===== config.mk =====
export PLATFORM = sky130hd
export DESIGN_NAME = fft_mm_master
export DESIGN_NICKNAME = d
export VERILOG_FILES = /design/src/rtl/fft_mm_master.sv
export SDC_FILE = /design/constraint.sdc
export NUM_CORES = 1
export LEC_CHECK = 0
export ABC_AREA = 1
export CORE_AREA = 2 2 181 183
export CTS_BUF_LIST = sky130_fd_sc_hd__clkbuf_4 sky130_fd_sc_hd__clkbuf_8 sky130_fd_sc_hd__clkbuf_16
export DETAILED_ROUTE_END_ITERATION = 10
export DIE_AREA = 0 0 183 185
export GPL_ROUTABILITY_DRIVEN = 0
export PLACE_DENSITY_LB_ADDON = 0.2
export SLEW_MARGIN = 20
export SYNTH_ARGS = -nofsm -noshare
export SYNTH_HDL_FRONTEND = slang
export SYNTH_SLANG_ARGS = --single-unit

===== constraint.sdc =====
create_clock -name clk -period 3.05 [get_ports clk]
set_clock_uncertainty 0.15 [all_clocks]
set_input_delay 0.915 -clock clk [delete_from_list [all_inputs] [get_ports clk]]
set_output_delay 0.915 -clock clk [all_outputs]
set_load 0.1 [all_outputs]

===== src/rtl/fft_mm_master.sv =====
// Avalon-MM master that loads four sample words into an FFT slave, starts it,
// polls its status register and reads back four result words.
module fft_mm_master #(
    parameter int unsigned POLL_GAP = 4,
    parameter int unsigned TIMEOUT  = 1024
) (
    input  logic         clk,
    input  logic         reset_n,
    input  logic         cmd_start,
    input  logic [127:0] sample_in,
    output logic         busy,
    output logic [127:0] result_out,
    output logic         result_valid,
    output logic         timeout_err,
    output logic [31:0]  avm_address,
    output logic         avm_write,
    output logic         avm_read,
    output logic [31:0]  avm_writedata,
    input  logic [31:0]  avm_readdata,
    input  logic         avm_waitrequest
);

    localparam int unsigned PW = (TIMEOUT < 1) ? 1 : $clog2(TIMEOUT + 1);
    localparam int unsigned GW = (POLL_GAP < 2) ? 1 : $clog2(POLL_GAP);
    localparam logic [PW-1:0] POLL_LIMIT = PW'(TIMEOUT);
    localparam logic [GW-1:0] GAP_LAST   = GW'((POLL_GAP == 0) ? 0 : POLL_GAP - 1);

    typedef enum logic [2:0] {
        IDLE,
        WR_DATA,
        WR_START,
        POLL_RD,
        POLL_WAIT,
        RD_RES,
        DONE,
        ERR
    } state_t;

    state_t        state_q, state_d;
    logic [127:0]  sample_q, sample_d;
    logic [1:0]    idx_q, idx_d;
    logic [PW-1:0] poll_cnt_q, poll_cnt_d;
    logic [GW-1:0] gap_cnt_q, gap_cnt_d;
    logic [127:0]  res_buf_q, res_buf_d;
    logic [127:0]  result_q, result_d;

    always_ff @(posedge clk or negedge reset_n) begin
        if (!reset_n) begin
            state_q    <= IDLE;
            sample_q   <= '0;
            idx_q      <= '0;
            poll_cnt_q <= '0;
            gap_cnt_q  <= '0;
            res_buf_q  <= '0;
            result_q   <= '0;
        end else begin
            state_q    <= state_d;
            sample_q   <= sample_d;
            idx_q      <= idx_d;
            poll_cnt_q <= poll_cnt_d;
            gap_cnt_q  <= gap_cnt_d;
            res_buf_q  <= res_buf_d;
            result_q   <= result_d;
        end
    end

    // Bus outputs depend only on registered state, so they hold while stalled.
    always_comb begin
        state_d       = state_q;
        sample_d      = sample_q;
        idx_d         = idx_q;
        poll_cnt_d    = poll_cnt_q;
        gap_cnt_d     = gap_cnt_q;
        res_buf_d     = res_buf_q;
        result_d      = result_q;
        avm_address   = '0;
        avm_write     = 1'b0;
        avm_read      = 1'b0;
        avm_writedata = '0;

        unique case (state_q)
            IDLE: begin
                if (cmd_start) begin
                    sample_d   = sample_in;
                    idx_d      = '0;
                    poll_cnt_d = '0;
                    state_d    = WR_DATA;
                end
            end
            WR_DATA: begin
                avm_write     = 1'b1;
                avm_address   = 32'd1;
                avm_writedata = sample_q[{idx_q, 5'd0} +: 32];
                if (!avm_waitrequest) begin
                    idx_d = idx_q + 2'd1;
                    if (idx_q == 2'd3) begin
                        state_d = WR_START;
                    end
                end
            end
            WR_START: begin
                avm_write     = 1'b1;
                avm_address   = 32'd0;
                avm_writedata = 32'h1;
                if (!avm_waitrequest) begin
                    state_d = POLL_RD;
                end
            end
            POLL_RD: begin
                avm_read    = 1'b1;
                avm_address = 32'd0;
                if (!avm_waitrequest) begin
                    poll_cnt_d = poll_cnt_q + PW'(1);
                    if (avm_readdata[0]) begin
                        idx_d   = '0;
                        state_d = RD_RES;
                    end else if (poll_cnt_d == POLL_LIMIT) begin
                        state_d = ERR;
                    end else if (POLL_GAP != 0) begin
                        gap_cnt_d = '0;
                        state_d   = POLL_WAIT;
                    end
                end
            end
            POLL_WAIT: begin
                if (gap_cnt_q == GAP_LAST) begin
                    state_d = POLL_RD;
                end else begin
                    gap_cnt_d = gap_cnt_q + GW'(1);
                end
            end
            RD_RES: begin
                avm_read    = 1'b1;
                avm_address = {30'd0, idx_q} + 32'd1;
                if (!avm_waitrequest) begin
                    res_buf_d[{idx_q, 5'd0} +: 32] = avm_readdata;
                    idx_d = idx_q + 2'd1;
                    if (idx_q == 2'd3) begin
                        // Last word bypasses the buffer so result_out updates as one value.
                        result_d = {avm_readdata, res_buf_q[95:0]};
                        state_d  = DONE;
                    end
                end
            end
            DONE:    state_d = IDLE;
            ERR:     state_d = IDLE;
            default: state_d = IDLE;
        endcase
    end

    assign busy         = (state_q != IDLE);
    assign result_valid = (state_q == DONE);
    assign timeout_err  = (state_q == ERR);
    assign result_out   = result_q;

endmodule


==> impl_metrics.csv <==
group,metric,value,unit
routing,finalWirelength,43210,um
synthesis,syn_inst,1722,
timing,hold_slack,0.1728,ns
timing,fmax,0.3247,GHz
timing,slew_viol_final,0,
synthesis,ys_seq_elements,370,
job,cap_violations,0,
synthesis,synth_commonest_cells,"370 x dfrtp_1, 228 x a21oi_1, 220 x inv_1, 218 x o21ai_0, 187 x nor2_1",
routing,drtIter0Drc,915,
routing,route.detailed.drc,0,
clock_network,clock_path_buffers,3,
critical_path,crit_path_start_kind,"register",
clock_network,cts_tree,"done",
run_status,outcome,"finished with violations",
cells_and_area,nNetsFinal,2217,
critical_path,path_cells,"inv_8 -> buf_16 -> a21oi_1 -> o21ai_1 -> a21oi_2 -> buf_12",
global_route,grt_usage,0.2518,
critical_path,cpPeakStageDelay,0.50,ns
clock_network,clk_latency,0.53,ns
timing,setup_viol,3,
synthesis,async_flop_share,1.000,
timing,period_minus_slack,3.080,ns
clock_network,htree_levels,2,
floorplanning,core,0.03204,sq mm
timing,rsz0062_at_grt,"yes",
placed_design,io_buffers,331,
synthesis,synth-edff-count,0,
floorplanning,start_util,0.4990,
floorplanning,row_count,66,
floorplanning,ios,361,
critical_path,rrSetupSlack,0.83,ns
floorplanning,dieArea,0.03386,sq mm
global_route,antenna_found_initial,3,
placed_design,place_hpwl,29110,um
critical_path,critPathKind,"register to primary output",
floorplanning,die_w,183,um
routing,antenna_left,0,
synthesis,yosysTopAreaCell,"dfrtp_1",
global_route,grt_first_pass_wirelength,67750,um
synthesis,yosysWarnings,0,
global_route,grt_pass1_vias,12730,
synthesis,ys_seq_area_frac,0.5791,
cells_and_area,nFillCells,2459,
timing,fin_ws,-0.02965,ns
clock_network,clk_pin_slew_worst_paths,0.06,ns
critical_path,critPathCaptureType,"primary output",
routing,vias,13110,
synthesis,synth.area.top_cells,"dfrtp_1 58%, a21oi_1 7.1%, o21ai_0 6.8%, inv_1 5.2%, mux2_2 4.6%",
clock_network,cts.sinks,370,
global_route,grt_max_degree,73,
synthesis,synth_top_flop_cell,"dfrtp_1",
routing,viasPerCell,5.279,
critical_path,worstPathArrival,2.01,ns
timing,post-route-period-util,1.010,
critical_path,crit_slowest_cell,"dfrtp_2",
critical_path,critPathMaxFanout,20,
routing,wl_per_cell,17.40,um
cells_and_area,drive_gt1_frac,0.2137,
critical_path,required,1.98,ns
timing,finalHoldViolCount,0,
cells_and_area,syn2layout_area_growth,36.27,%
clock_network,hold_buffers,0,
clock_network,cts_made_buffers,40,
routing,drt-pass1-iter-count,5,
synthesis,avgSynthCellArea,9.284,sq um
worst_hold_path,min_path_type,"input pin to asynchronous set/reset pin",
clock_network,clock-root-buffer,"clkbuf_16",
run_status,violations,"setup timing",
global_route,grt.overflow.total,0,
floorplanning,die_y,185,um
synthesis,synthDistinctLibCells,33,
synthesis,syn-cell-area,0.01599,sq mm
synthesis,synth_most_common_cell,"dfrtp_1",
synthesis,yosysTopAreaCellShare,0.5791,
[cells in the final DEF (no fill, tap or decap), types with 2 or more instances in the layout]
cell type / instances
dfrtp_1: 367
inv_1: 217
a21oi_1: 188
nor2_1: 183
o21ai_0: 170
clkdlybuf4s50_1: 162
buf_4: 154
nand2_1: 134
nand3_1: 108
mux2_2: 65
buf_12: 64
o21ai_1: 51
clkbuf_16: 42
conb_1: 29
a21oi_2: 27
a21oi_4: 13
o21ai_2: 12
clkbuf_8: 12
clkinv_2: 7
o22ai_1: 7
ha_1: 7
clkbuf_4: 7
inv_2: 5
nor2_4: 4
nand2_2: 3
nor3_1: 3
nor3b_4: 3
dfrtp_2: 3
buf_6: 3
diode_2: 2
nand2_4: 2
inv_8: 2
nor3_4: 2
nor2_2: 2
nand4_1: 2
bufinv_16: 2
buf_16: 2
[metal layers]
metal	GRT usage	routed length, um	part of all wire
met1	0.3502	18430	0.43
met4	0.06080	859	0.020
met3	0.06193	3590	0.083
met2	0.4005	20320	0.47
met5	0	15	0.00035
[cell families (layout without fill, tap and decap cells)]
family                     Yosys count  in the layout  synth area share
buffers and inverters              360            683           0.09947
muxes                               65             65           0.04578
xor gates and xnor gates             2              2          0.001096
adders and majority gates            8              8          0.006261
DFF                                370            370            0.5791
AOI/OAI and AO/OA                  469            469            0.1480
and+or+nand+nor                    447            447            0.1201
other                                1             31         0.0002346
[per-stage QoR]
stage,setup TNS [ns],util,instance area [sq um],instances,setup WS [ns]
4_1_cts,-0.2362,0.6743,21610,2474,-0.05504
3_5_place_dp,0,0.6256,20050,2396,0.3353
2_1_floorplan,-13.43,-,16260,1750,-0.6439
6_report,-0.04786,0.6799,21790,2483,-0.02965
5_1_grt,-0.7988,0.6799,21780,2482,-0.06978
3_3_place_gp,0,0.6256,20050,2396,0.3124
[path summary, 6_finish.rpt]
path                          startpoint           endpoint  cells after the start
max                             idx_q[0]  avm_writedata[18]                      6
min                              reset_n     result_out[69]                      1
max reg2reg                poll_cnt_q[0]       gap_cnt_q[1]                     11
min reg2reg                 gap_cnt_q[1]       gap_cnt_q[1]                      2
max in group asynchronous        reset_n      res_buf_q[34]                      2
min in group clk            gap_cnt_q[1]       gap_cnt_q[1]                      2
[timing repair]
item / 4_1_cts / 5_1_grt
endpoints found under the setup margin: 35 / 33
setup buffers: 5 / 6
resized for setup: 33 / 74
pin swaps: 11 / 25
gates cloned: 3 / 2
[area by class of cell]
cell class	instances	area, sq um	share of cell area
sequential	370	9263	0.4252
timing repair buffer	388	4213	0.1934
tap	408	510.5	0.02343
multi-input combinational	1020	5594	0.2568
inverter	225	855.8	0.03928
antenna	2	5.005	0.0002297
clock inverter	11	126.4	0.005801
clock buffer	59	1219	0.05594
[sequential cells by signal, indices dropped and copies added, names as in the netlist]
register	count
gap_cnt_q	2
idx_q	2
poll_cnt_q	11
res_buf_q	96
result_out	128
sample_q	128
state_q	3
[critical path: cells and delay by family, from the launching register on]
kind / cells / cell delay [ns]
flops: 1 / 0.50
compound gates: 3 / 0.50
buf+inv: 3 / 0.49
Power of run 1 is left out: the tool's default activity adds up to more than one toggle a clock period on the data nets, which glitch-free logic cannot reach.
